--- src/rtl/float_div.sv ---
// IEEE-754 divider with one operation in flight: restoring division, round-to-nearest-even, subnormals supported.
// Normal results appear MW+11 cycles after accept and specials after 2; the result is held in PUT until out_ack.
module float_div #(
  parameter int EW = 11,
  parameter int MW = 52
) (
  input  logic           clk,
  input  logic           rst,
  input  logic [EW+MW:0] in_a,
  input  logic [EW+MW:0] in_b,
  input  logic           in_stb,
  output logic           in_ack,
  output logic [EW+MW:0] out_z,
  output logic           out_stb,
  input  logic           out_ack
);
  localparam int W    = EW + MW + 1;
  localparam int XW   = EW + 2;
  localparam int CW   = $clog2(MW + 5);
  localparam int BIAS = (1 << (EW - 1)) - 1;
  localparam logic signed [XW-1:0] EMIN     = XW'(1 - BIAS);
  localparam logic signed [XW-1:0] EMAX     = XW'(BIAS);
  localparam logic signed [XW-1:0] E_ONE    = XW'(1);
  localparam logic [CW-1:0]        DIV_LAST = CW'(MW + 3);
  localparam logic [CW-1:0]        RSH_MAX  = CW'(MW + 3);
  localparam logic [W-1:0]         QNAN     = {1'b1, {EW{1'b1}}, 1'b1, {(MW-1){1'b0}}};

  typedef enum logic [3:0] {
    GET, UNPACK, SPECIAL, NORM_IN, DIV_INIT, DIVIDE, NORM_Z, ROUND, PACK, PUT
  } state_t;

  state_t state_q, state_d;

  logic [W-1:0]           a_raw, b_raw;
  logic [MW:0]            a_m, b_m;
  logic signed [XW-1:0]   a_e, b_e, z_e;
  logic                   z_s;
  logic [MW+1:0]          rem;
  logic [MW+3:0]          q;
  logic [CW-1:0]          cnt;
  logic                   rsh;
  logic [MW+2:0]          z_m;
  logic                   sticky;
  logic [MW:0]            z_r;

  // Field decode of the latched operands
  logic [EW-1:0] a_exp, b_exp;
  logic [MW-1:0] a_frac, b_frac;
  logic a_nan, b_nan, a_inf, b_inf, a_zero, b_zero;

  assign a_exp  = a_raw[W-2:MW];
  assign b_exp  = b_raw[W-2:MW];
  assign a_frac = a_raw[MW-1:0];
  assign b_frac = b_raw[MW-1:0];
  assign a_nan  = (&a_exp) && (|a_frac);
  assign b_nan  = (&b_exp) && (|b_frac);
  assign a_inf  = (&a_exp) && !(|a_frac);
  assign b_inf  = (&b_exp) && !(|b_frac);
  assign a_zero = !(|a_exp) && !(|a_frac);
  assign b_zero = !(|b_exp) && !(|b_frac);

  logic          spec_hit;
  logic [W-1:0]  spec_z;

  always_comb begin
    spec_hit = 1'b1;
    spec_z   = '0;
    if (a_nan || b_nan || (a_zero && b_zero) || (a_inf && b_inf))
      spec_z = QNAN;
    else if (a_inf || b_zero)
      spec_z = {z_s, {EW{1'b1}}, {MW{1'b0}}};
    else if (a_zero || b_inf)
      spec_z = {z_s, {(W-1){1'b0}}};
    else
      spec_hit = 1'b0;
  end

  logic          rem_ge;
  logic [MW+1:0] rem_sub;
  logic [CW-1:0] cnt_inc;

  assign rem_ge  = rem >= {1'b0, b_m};
  assign rem_sub = rem_ge ? rem - {1'b0, b_m} : rem;
  assign cnt_inc = cnt + CW'(1);

  // NORM_Z: first cycle fixes the quotient MSB, later cycles denormalise
  logic signed [XW-1:0] e_dec, e_inc, e_first;
  logic                 nz_stay;

  assign e_dec   = z_e - E_ONE;
  assign e_inc   = z_e + E_ONE;
  assign e_first = q[MW+3] ? z_e : e_dec;
  assign nz_stay = rsh ? ((e_inc < EMIN) && (cnt_inc < RSH_MAX)) : (e_first < EMIN);

  logic [MW:0]   r_mant;
  logic          r_up;
  logic [MW+1:0] r_sum;

  assign r_mant = z_m[MW+2:2];
  assign r_up   = z_m[1] & (z_m[0] | sticky | r_mant[0]);
  assign r_sum  = {1'b0, r_mant} + {{(MW+1){1'b0}}, r_up};

  logic [W-1:0] pack_z;

  always_comb begin
    pack_z = {z_s, {EW{1'b0}}, z_r[MW-1:0]};
    if (z_e > EMAX)
      pack_z = {z_s, {EW{1'b1}}, {MW{1'b0}}};
    else if (z_r[MW])
      pack_z = {z_s, z_e[EW-1:0] + EMAX[EW-1:0], z_r[MW-1:0]};
  end

  always_ff @(posedge clk) begin
    if (rst) state_q <= GET;
    else     state_q <= state_d;
  end

  always_comb begin
    state_d = state_q;
    case (state_q)
      GET:      if (in_ack && in_stb) state_d = UNPACK;
      UNPACK:   state_d = SPECIAL;
      SPECIAL:  state_d = spec_hit ? PUT : NORM_IN;
      NORM_IN:  if (a_m[MW] && b_m[MW]) state_d = DIV_INIT;
      DIV_INIT: state_d = DIVIDE;
      DIVIDE:   if (cnt == DIV_LAST) state_d = NORM_Z;
      NORM_Z:   if (!nz_stay) state_d = ROUND;
      ROUND:    state_d = PACK;
      PACK:     state_d = PUT;
      PUT:      if (out_ack) state_d = GET;
      default:  state_d = GET;
    endcase
  end

  assign out_stb = (state_q == PUT);

  always_ff @(posedge clk) begin
    if (rst) begin
      in_ack <= 1'b0;
      out_z  <= '0;
      a_raw  <= '0;
      b_raw  <= '0;
      a_m    <= '0;
      b_m    <= '0;
      a_e    <= '0;
      b_e    <= '0;
      z_e    <= '0;
      z_s    <= 1'b0;
      rem    <= '0;
      q      <= '0;
      cnt    <= '0;
      rsh    <= 1'b0;
      z_m    <= '0;
      sticky <= 1'b0;
      z_r    <= '0;
    end else begin
      case (state_q)
        GET: begin
          in_ack <= ~(in_ack & in_stb);
          if (in_ack && in_stb) begin
            a_raw <= in_a;
            b_raw <= in_b;
          end
        end
        UNPACK: begin
          a_m <= {|a_exp, a_frac};
          b_m <= {|b_exp, b_frac};
          a_e <= (|a_exp) ? $signed({2'b00, a_exp}) - EMAX : EMIN;
          b_e <= (|b_exp) ? $signed({2'b00, b_exp}) - EMAX : EMIN;
          z_s <= a_raw[W-1] ^ b_raw[W-1];
        end
        SPECIAL: if (spec_hit) out_z <= spec_z;
        NORM_IN: begin
          if (!a_m[MW]) begin
            a_m <= a_m << 1;
            a_e <= a_e - E_ONE;
          end
          if (!b_m[MW]) begin
            b_m <= b_m << 1;
            b_e <= b_e - E_ONE;
          end
        end
        DIV_INIT: begin
          z_e    <= a_e - b_e;
          rem    <= {1'b0, a_m};
          q      <= '0;
          cnt    <= '0;
          rsh    <= 1'b0;
          sticky <= 1'b0;
        end
        DIVIDE: begin
          q   <= {q[MW+2:0], rem_ge};
          rem <= rem_sub << 1;
          cnt <= cnt_inc;
        end
        NORM_Z: begin
          if (!rsh) begin
            if (q[MW+3]) begin
              z_m    <= q[MW+3:1];
              sticky <= q[0] | (|rem);
            end else begin
              z_m    <= q[MW+2:0];
              sticky <= |rem;
              z_e    <= e_dec;
            end
            rsh <= nz_stay;
            cnt <= '0;
          end else begin
            z_m    <= z_m >> 1;
            sticky <= sticky | z_m[0];
            z_e    <= e_inc;
            cnt    <= cnt_inc;
          end
        end
        ROUND: begin
          if (r_sum[MW+1]) begin
            z_r <= {1'b1, {MW{1'b0}}};
            z_e <= e_inc;
          end else begin
            z_r <= r_sum[MW:0];
          end
        end
        PACK: out_z <= pack_z;
        default: ;
      endcase
    end
  end

endmodule

--- config.mk ---
export PLATFORM = sky130hd
export DESIGN_NAME = float_div
export DESIGN_NICKNAME = d
export VERILOG_FILES = /design/src/rtl/float_div.sv
export SDC_FILE = /design/constraint.sdc
export NUM_CORES = 2
export LEC_CHECK = 0
export CORE_MARGIN = 3
export CORE_UTILIZATION = 49
export DETAILED_ROUTE_END_ITERATION = 16
export PLACE_DENSITY = 0.66
export SLEW_MARGIN = 25
export SYNTH_ARGS = -nofsm -noshare
export SYNTH_HDL_FRONTEND = slang
export SYNTH_SLANG_ARGS = --single-unit
--- constraint.sdc ---
create_clock -name clk -period 4.5 [get_ports clk]
set_input_delay 1.125 -clock clk [delete_from_list [all_inputs] [get_ports clk]]
set_output_delay 1.125 -clock clk [all_outputs]
set_load 0.02 [all_outputs]
==> results.json <==
{
  "status": "complete, no violations",
  "worstSetupEndpointType": "flip-flop",
  "ioPinCount": 198,
  "finalClockSkew_ns": 0.0242,
  "hold_violations": 0,
  "synth.net_count": 4118,
  "vias_per_cell": 5.95,
  "worstPathRequired_ns": 4.99,
  "holdWs_ns": 0.451,
  "ant_nets": 0,
  "die_h_um": 252,
  "first_global_vias": 25600,
  "tritoncts": "done",
  "cts_setup_buffers": 0,
  "gp_congestion": 0.964,
  "tightest_slew_ns": 1.19,
  "synth-edff-count": 0,
  "synthCells": 3908,
  "slew_viol_final": 0,
  "synth_ff_type": "dfxtp_1",
  "netlist_area_um2": 29600,
  "rsz0062_at_grt": "false",
  "synth.avg_cell_area_um2": 7.58,
  "dr.pass1.iters": 7,
  "portBuffers": 197,
  "p_leak_nw": 12.0,
  "ys_seq_area_share_pct": 38.5,
  "critPathLaunchType": "flip-flop",
  "clock.fmax_mhz": 250,
  "arrival_ns": 4.49,
  "setup_viol": 0,
  "synth-xor-area-share_pct": 4.05,
  "worst-path-max-fanout": 23,
  "power_density_nw_per_um2": 722,
  "synthAdderAreaFrac_pct": 3.35,
  "nNetsFinal": 4122,
  "rows": 89,
  "synth-seq-cells": 569,
  "synth_simple_gate_area_share_pct": 22.8,
  "cts.sinks": 569,
  "synth.distinct_cells": 80,
  "synthMuxAreaShare_pct": 2.57,
  "yosysWarnings": 0,
  "overflow": 0,
  "fin_cells": 4736,
  "fin_crit_ns": 4.00,
  "cts.reportedPaths.clkPinSlew_ns": 0.07,
  "async_flop_share_pct": 0,
  "cts_buffer_depth": 3,
  "cts_resized": 0,
  "antenna_found_initial": 1,
  "drt_first_iter_violations": 2677,
  "synth_compound_area_share_pct": 23.2,
  "die_w_um": 252,
  "yosysTopAreaCellShare_pct": 38.5,
  "dpl.hpwl_um": 64900,
  "drc_errors": 0,
  "wire_per_inst_um": 19.3,
  "path_class": "flip-flop to flip-flop",
  "final_layout_size_suffix_gt1_share_pct": 4.97,
  "cts_made_buffers": 59,
  "area_delta_synth_final_pct": 14.7,
  "insertion_delay_ns": 0.65,
  "wirelength_um": 91500,
  "most-common-layout-cells": "nand2_1 (656), dfxtp_1 (567), a21oi_1 (458)",
  "cap_violations": 0,
  "grt_max_degree": 212,
  "start_util_pct": 49.9,
  "hold_buffers": 0,
  "tns_ns": 0,
  "final_common_cell": "nand2_1",
  "grt_pass1_wl_um": 144000,
  "slew_headroom_pct": 21.0,
  "cts-root-buf": "clkbuf_16",
  "min_period_over_period_pct": 88.9,
  "dp_cells": 4624,
  "die_area_um2": 63400,
  "vdd_drop_max_uv": 694,
  "synth_area_leaders": "dfxtp_1 (38%), nand2_1 (8.3%), a21oi_1 (7.7%), nor2_1 (5.5%), a22oi_1 (5.0%)",
  "grtUsageTotal_pct": 27.8,
  "synth_top_family_by_area": "compound AO/OA/AOI/OAI gates",
  "num_vias": 28200,
  "core_um2": 59400,
  "hold_path_class": "flip-flop to flip-flop",
  "htree_levels": 2,
  "post-synth-top-area-cell": "dfxtp_1"
}
[routing by layer]
layer / wire (µm) / vias to the layer above / global-route usage (%)
met2: 40700 / 873 / 43.4
met3: 6530 / 90 / 4.70
li1: - / 13800 / -
met5: 0 / - / 0
met1: 42600 / 13400 / 40.3
met4: 1660 / 0 / 5.90
[critical path, cell delays in order, from the launching register on]
cell      delay, ns
dfxtp_1        0.35
inv_1          0.05
ha_1           0.33
nand2_1        0.26
o21bai_1       0.24
a211oi_1       0.19
o21ai_0        0.45
nand3_1        0.24
o211ai_1       0.40
and2_1         0.63
buf_4          0.38
nor2_1         0.08
a21oi_1        0.14
o22ai_1        0.10
[through the flow]
stage / area, µm² / util, % / power [W] / setup WS [ns]
final: 33900 / 57.2 / 0.0245 / 0.499
after detailed placement: 31800 / 53.6 / 0.0190 / 0.656
after global placement: 31800 / 53.6 / 0.0191 / 0.674
after CTS: 33900 / 57.2 / 0.0243 / 0.601
after floorplan: 29600 / - / 0.0155 / 1.26
after global routing: 33900 / 57.2 / 0.0261 / 0.157
[cells in the mapped netlist (all sizes together) (18+ instances only)]
cell,number
a31oi,19
a21o,32
a2111oi,18
nand2,658
nand3,73
o21ai,164
ha,76
o22ai,37
xnor2,68
mux2i,66
nor2,436
nor2b,25
buf,20
nor3,60
inv,112
nor4,76
xor2,69
nand4,46
a22oi,199
a21oi,459
or3,29
a211oi,56
dfxtp,569
clkbuf,274
and3,61
[layout make-up]
type / instances / area, µm²
flip-flops and latches: 569 / 11400
multi-input cells: 2932 / 16700
fillers: 5671 / 25400
clock inverters: 21 / 320
diodes: 2 / 5.00
inverters: 112 / 420
repair buffers: 238 / 2360
clock buffers: 89 / 1800
well taps: 773 / 967
[flip-flops by register name, indices dropped and copies added, names as in the netlist]
register	flops
z_s	1
b_e	13
a_raw	64
in_ack	1
b_m	53
z_r	53
a_m	53
cnt	6
sticky	1
rem	54
out_z	64
rsh	1
b_raw	64
q	56
state_q	4
z_e	13
z_m	55
a_e	13
[final timing paths]
kind,startpoint,endpoint,slack [ns],depth (start not counted)
worst max-delay path,b_m[4]$_SDFFE_PP0P_,rem[11]$_SDFFE_PP0P_,0.50,13
worst min-delay path,z_r[40]$_SDFFE_PP0P_,z_r[40]$_SDFFE_PP0P_,0.45,2
worst max register to register,b_m[4]$_SDFFE_PP0P_,rem[11]$_SDFFE_PP0P_,0.50,13
worst min register to register,z_r[40]$_SDFFE_PP0P_,z_r[40]$_SDFFE_PP0P_,0.45,2
[cell families after synthesis]
kind of cell,after synthesis
mux,75
fa+ha+maj,78
buf+inv,407
simple gates,1531
compound gates,1111
xor+xnor,137
flops,569
[report_power, final]
part | switching (W) | internal (W)
registers | 0.000788 | 0.00564
clock network | 0.00217 | 0.00311
logic | 0.00810 | 0.00470
total | 0.0111 | 0.0134
No activity file was read; power rests on OpenSTA's default activity.
